[config.mk]
export PLATFORM = sky130hd
export DESIGN_NAME = cmd_sched
export DESIGN_NICKNAME = d
export VERILOG_FILES = /design/src/rtl/cmd_sched.sv
export SDC_FILE = /design/constraint.sdc
export NUM_CORES = 1
export LEC_CHECK = 0
export BUFFER_PORTS_ARGS = -buffer_cell sky130_fd_sc_hd__buf_2
export CORE_MARGIN = 2
export CORE_UTILIZATION = 50
export DETAILED_ROUTE_END_ITERATION = 6
export PLACE_DENSITY_LB_ADDON = 0.08
export SYNTH_ARGS = -nofsm -noshare
export SYNTH_HDL_FRONTEND = slang
export SYNTH_SLANG_ARGS = --single-unit
[constraint.sdc]
create_clock -name clk -period 18.5 [get_ports clk]
set_clock_uncertainty 0.2 [all_clocks]
set_input_delay 0.925 -clock clk [delete_from_list [all_inputs] [get_ports clk]]
set_output_delay 0.925 -clock clk [all_outputs]
set_load 0.03 [all_outputs]
[src/rtl/cmd_sched.sv]
// Command scheduler: queues engine commands, issues DMA read bursts for the
// active command, tracks per-engine completion and raises a sticky interrupt.
module cmd_sched #(
    parameter int unsigned NUM_ENG   = 4,
    parameter int unsigned ADDR_W    = 32,
    parameter int unsigned LEN_W     = 16,
    parameter int unsigned MAX_BURST = 16,
    parameter int unsigned CQ_DEPTH  = 8
) (
    input  logic               clk,
    input  logic               rst,
    input  logic               cmd_valid,
    output logic               cmd_ready,
    input  logic [NUM_ENG-1:0] cmd_mask,
    input  logic [ADDR_W-1:0]  cmd_raddr,
    input  logic [ADDR_W-1:0]  cmd_waddr,
    input  logic [LEN_W-1:0]   cmd_words,
    output logic [NUM_ENG-1:0] eng_ready,
    input  logic [NUM_ENG-1:0] eng_valid,
    output logic               rd_req,
    input  logic               rd_ack,
    output logic [ADDR_W-1:0]  rd_addr,
    output logic [7:0]         rd_len,
    output logic [ADDR_W-1:0]  wr_addr,
    output logic               busy,
    output logic               irq,
    input  logic               irq_clr,
    output logic [15:0]        cmd_cnt
);

    localparam int unsigned PTR_W = $clog2(CQ_DEPTH);
    localparam int unsigned CNT_W = PTR_W + 1;

    typedef enum logic [2:0] {StIdle, StLoad, StBurst, StWait, StDone} state_e;

    state_e state_q, state_d;

    // Command queue storage and pointers
    logic [NUM_ENG-1:0] mask_mem  [CQ_DEPTH];
    logic [ADDR_W-1:0]  raddr_mem [CQ_DEPTH];
    logic [ADDR_W-1:0]  waddr_mem [CQ_DEPTH];
    logic [LEN_W-1:0]   words_mem [CQ_DEPTH];
    logic [PTR_W-1:0]   wptr_q, rptr_q;
    logic [CNT_W-1:0]   occ_q;
    logic               push, pop;

    // Active command state
    logic [NUM_ENG-1:0] mask_q, done_q, eng_ready_q, eng_hit;
    logic [ADDR_W-1:0]  addr_q, wr_addr_q;
    logic [LEN_W-1:0]   rem_q;
    logic [7:0]         burst_len;
    logic               irq_q;
    logic [15:0]        cmd_cnt_q;

    assign cmd_ready = (occ_q < CNT_W'(CQ_DEPTH));
    assign push      = cmd_valid && cmd_ready;
    assign pop       = (state_q == StLoad);

    // A completion only counts for an engine that is still being held.
    assign eng_hit   = eng_valid & eng_ready_q;

    assign burst_len = (rem_q > LEN_W'(MAX_BURST)) ? 8'(MAX_BURST) : 8'(rem_q);

    assign rd_req    = (state_q == StBurst);
    assign rd_addr   = rd_req ? addr_q : '0;
    assign rd_len    = rd_req ? burst_len : '0;
    assign wr_addr   = wr_addr_q;
    assign eng_ready = eng_ready_q;
    assign busy      = (state_q != StIdle);
    assign irq       = irq_q;
    assign cmd_cnt   = cmd_cnt_q;

    // Queue storage write; no reset needed since occupancy guards reads
    always_ff @(posedge clk) begin
        if (push) begin
            mask_mem[wptr_q]  <= cmd_mask;
            raddr_mem[wptr_q] <= cmd_raddr;
            waddr_mem[wptr_q] <= cmd_waddr;
            words_mem[wptr_q] <= cmd_words;
        end
    end

    // Queue pointers and occupancy
    always_ff @(posedge clk) begin
        if (rst) begin
            wptr_q <= '0;
            rptr_q <= '0;
            occ_q  <= '0;
        end else begin
            if (push) wptr_q <= wptr_q + PTR_W'(1);
            if (pop)  rptr_q <= rptr_q + PTR_W'(1);
            occ_q <= occ_q + CNT_W'(push) - CNT_W'(pop);
        end
    end

    // FSM state register
    always_ff @(posedge clk) begin
        if (rst) state_q <= StIdle;
        else     state_q <= state_d;
    end

    // FSM next state; WAIT looks at this cycle's completions so DONE follows the
    // last completion by exactly one cycle
    always_comb begin
        state_d = state_q;
        unique case (state_q)
            StIdle:  if (occ_q != '0) state_d = StLoad;
            StLoad:  state_d = (words_mem[rptr_q] != '0) ? StBurst : StWait;
            StBurst: if (rd_ack && (rem_q == LEN_W'(burst_len))) state_d = StWait;
            StWait:  if ((done_q | eng_hit) == mask_q) state_d = StDone;
            StDone:  state_d = StIdle;
            default: state_d = StIdle;
        endcase
    end

    // Active command datapath: latch on LOAD, advance on burst ack, track completions
    always_ff @(posedge clk) begin
        if (rst) begin
            mask_q      <= '0;
            done_q      <= '0;
            eng_ready_q <= '0;
            addr_q      <= '0;
            wr_addr_q   <= '0;
            rem_q       <= '0;
        end else begin
            eng_ready_q <= eng_ready_q & ~eng_valid;
            done_q      <= done_q | eng_hit;
            unique case (state_q)
                StLoad: begin
                    mask_q      <= mask_mem[rptr_q];
                    eng_ready_q <= mask_mem[rptr_q];
                    addr_q      <= raddr_mem[rptr_q];
                    wr_addr_q   <= waddr_mem[rptr_q];
                    rem_q       <= words_mem[rptr_q];
                end
                StBurst: begin
                    if (rd_ack) begin
                        addr_q <= addr_q + ADDR_W'(burst_len);
                        rem_q  <= rem_q - LEN_W'(burst_len);
                    end
                end
                StDone:  done_q <= '0;
                default: ;
            endcase
        end
    end

    // Sticky interrupt (set beats clear) and completed-command counter
    always_ff @(posedge clk) begin
        if (rst) begin
            irq_q     <= 1'b0;
            cmd_cnt_q <= '0;
        end else if (state_q == StDone) begin
            irq_q     <= 1'b1;
            cmd_cnt_q <= cmd_cnt_q + 16'd1;
        end else if (irq_clr) begin
            irq_q     <= 1'b0;
        end
    end

endmodule

==> results.txt <==
----------------------------------------------------
[Final layout]
  Final-stage net count ... roughly 2200
  Highest-count cells in the layout ignoring fill and taps ... 672 x sky130_fd_sc_hd__edfxtp_1, 184 x sky130_fd_sc_hd__buf_2, 161 x sky130_fd_sc_hd__mux4_2
  Most common cell after layout, fill and taps aside ... sky130_fd_sc_hd__edfxtp_1
  Ratio of cells with drive above 1 in the final layout ... 24.0%
  Syn-to-layout area delta ... 14.1%
  Final cell count without fillers ... just over 3000

[CTS]
  Clock Tree Root ... sky130_fd_sc_hd__clkbuf_16
  Clock tree from TritonCTS ... yes
  Clock-pin slew reported for the worst setup and hold paths after clock tree synthesis ... 0.06 ns
  Longest Clk Path Bufs ... 3
  Hold buffers post-CTS ... 0
  H-tree depth ... 3
  Buffer count from post-CTS setup fixing ... 0
  Sinks on the clock net ... ~800
  Worst skew pair latency ... ~0.63 ns
  Post_cts resized ... 0
  Inserted Clock Buffers ... 84

[Synthesis]
  Most instantiated flip-flop cell in the synthesis netlist ... sky130_fd_sc_hd__edfxtp_1
  Synth cell types ... between 70 and 80
  Area fraction in compound gates after synthesis ... 5.48%
  Share of synthesized flip-flops with an asynchronous set or reset ... 0%
  Multiplexer share of the synthesized area ... 13.5%
  Fraction of the yosys area taken by sequential cells ... a little under three quarters
  Number of enable flip-flop cells after synthesis ... approximately 670
  Post-synthesis instance area ... approximately 32000 um^2
  Synth Register Bits ... roughly 800
  Synth Area in Adders ... 0.790%
  Count of mapped cells out of synthesis ... just under 2000
  Dominant combinational cell family by area after synthesis ... multiplexers
  Count of synthesis-stage warnings from yosys ... 0
  Fraction of synthesized cell area in xor and xnor cells ... less than 1%
  Simple-gate share of the synthesized area ... 6.84%
  Synthesized area per cell ... between 15 and 20 um^2

[Placement]
  Routability-driven placement congestion ratio ... 0.843
  Dpl hpwl ... roughly 44 mm
  # placed instances ... just under 3000
  Buffers on Ports ... 185

[Critical path]
  Crit path DAT ... 4.73 ns
  Type of element capturing the critical path ... register
  Setup Crit Path Kind ... reg -> reg
  Largest driver fanout on the critical path ... 7
  Worst Path Required ... around 19 ns
  Largest stage delay on the critical path ... approximately 0.63 ns
  Worst-path cell with the longest stage delay ... sky130_fd_sc_hd__or4_1
  Most prevalent standard cell on the critical path ... sky130_fd_sc_hd__o21ai_0
  Setup crit start kind ... register
  Cells traversed along the worst timing path ... or4_1, nor3_2, and3_1, ha_1, inv_1, fa_1, nor2b_1, o21ai_0, a21oi_1, o21ai_0, or3_1, a31oi_1

[Detailed routing]
  Routed wire length ... between 70 and 80 mm
  DRC violation count after routing ... 0
  Initial drt markers ... about 1400
  Detailed-router iteration count before antenna repair ... 7
  Post-DRT Antenna Nets ... 0
  WL per Instance ... about 25 um
  Vias ... between 15000 and 20000
  Via/cell ratio ... approximately 6

[Global route]
  Initial antenna violation count ... 14
  Total congestion overflow ... 0
  Pin count of the biggest net entering global routing ... 75
  Vias in the first global route ... 18600
  Total global-route track usage ... between 20% and 30%
  Global-route wire length before repair ... between 100 and 150 mm

[Pwr]
  Largest voltage drop on the vdd net ... 0.0846 mV
  Power per standard cell area ... roughly 140 nW/um^2
  Leakage Power ... 12.1 nW

[Timing]
  Shortest period the worst path allows ... about 4.4 ns
  Worst-Margin Slew ... about 1.1 ns
  Pins Over Slew Limit ... 0
  Final setup violation count ... 0
  Worst slew margin relative to its limit ... about 28%
  Setup Total Neg Slack ... 0 ns
  Final count of hold timing violations ... 0
  Unrepaired setup endpoints after global routing ... no
  Max Fclk ... ~230 MHz
  Final critical-path share of the clock period ... a little under a quarter

[Floorplanning]
  Height of the chip ... ~260 um
  Width of the die ... 257 um
  Number of placed I/O pins ... between 150 and 200
  Core Footprint ... ~63000 um^2
  Count of standard-cell rows ... 92
  Initial standard-cell utilization of the core ... around half
  Total die area ... between 60000 and 70000 um^2

[Status]
  Run status ... complete, no violations

[Run]
  MaxCap Viol Count ... 0

[Hold path]
  Classification of the worst-slack hold path ... reg -> reg

----------------------------------------------------
## registers in the layout, indices dropped and copies added (netlist names), named ones only
name,count
raddr_mem,256
waddr_mem,256
words_mem,128
addr_q,32
mask_mem,32
wr_addr,32
cmd_cnt,16
rem_q,16
done_q,4
eng_ready,4
mask_q,4
occ_q,4
rptr_q,3
state_q,3
wptr_q,3
irq,1
## worst paths after layout
kind         cells past startpoint                    from  slack, ns                       to
max                             12  rem_q[11]$_SDFFE_PP0P_      14.10  addr_q[12]$_SDFFE_PP0P_
min                              2  mask_q[1]$_SDFFE_PP0P_       0.27   mask_q[1]$_SDFFE_PP0P_
min reg2reg                      2  mask_q[1]$_SDFFE_PP0P_       0.27   mask_q[1]$_SDFFE_PP0P_
max reg2reg                     12  rem_q[11]$_SDFFE_PP0P_      14.10  addr_q[12]$_SDFFE_PP0P_
## through the flow
stage / util, % / instance area (um^2) / setup slack (ns) / power, mW / hold WS (ns)
CTS: 57.8 / 36500 / 14.15 / 5.01 / 0.271
detailed placement: 53.6 / 33900 / 13.82 / 3.40 / 0.263
floorplan: - / 32000 / 10.16 / 3.06 / 0.249
finish: 57.8 / 36500 / 14.10 / 4.96 / 0.269
global placement: 53.6 / 33900 / 13.84 / 3.38 / 0.257
global route: 57.8 / 36500 / 13.78 / 5.19 / 0.296
## Yosys cell counts (18+ instances only)
library cell	count	area share (%)
sky130_fd_sc_hd__nand2_1	149	1.7
sky130_fd_sc_hd__and3_1	20	0.39
sky130_fd_sc_hd__clkbuf_1	57	0.67
sky130_fd_sc_hd__a211oi_1	40	0.94
sky130_fd_sc_hd__nor3_1	31	0.48
sky130_fd_sc_hd__dfxtp_1	125	7.8
sky130_fd_sc_hd__edfxtp_1	672	63
sky130_fd_sc_hd__nor2_1	105	1.2
sky130_fd_sc_hd__o21ai_0	41	0.64
sky130_fd_sc_hd__inv_1	22	0.26
sky130_fd_sc_hd__mux4_2	161	11
sky130_fd_sc_hd__and2_1	38	0.74
sky130_fd_sc_hd__a31oi_1	18	0.35
sky130_fd_sc_hd__buf_2	35	0.55
sky130_fd_sc_hd__mux2i_1	68	2.1
sky130_fd_sc_hd__a21oi_1	97	1.5
## area by class of cell
class                           count  area, um^2
Timing Repair Buffer              221        1200
Sequential cell                   797       22700
Multi-Input combinational cell   1008        8830
Tap cell                          846        1060
Inverter                           23        87.6
Clock inverter                     41         325
Clock buffer                      116        2300
Fill cell                        4872       26700
Antenna cell                        6        15.0
## kinds of logic after synthesis
kind of cell             after synthesis
flip-flops                           797
AND/OR/NAND/NOR                      448
AO/OA/AOI/OAI                        277
multiplexers                         231
buffers and inverters                135
XOR/XNOR                              26
adder cells (fa/ha/maj)               19
other                                  2
## where the power goes
part / switching [mW] / internal, mW / total, mW
registers: 0.143 / 2.10 / 2.24
logic: 0.650 / 0.464 / 1.11
clock network: 0.673 / 0.928 / 1.60
## critical path: cells and delay by family (launching register included)
family | cells | cell delay (ns)
AND/OR/NAND/NOR | 5 | 1.80
flip-flops | 1 | 0.35
adder cells (fa/ha/maj) | 2 | 0.60
AO/OA/AOI/OAI | 4 | 1.31
buffers and inverters | 1 | 0.06
## per-layer routing
layer  GRT usage [%]  wire [um]  vias to the layer above
met1            31.6      32500                     9386
met3            4.68       4830                      111
li1                -          -                     8067
met4            6.40       1390                       14
met2            37.6      36800                      545
met5               0         86                        -
No activity file was read; power rests on OpenSTA's default activity.
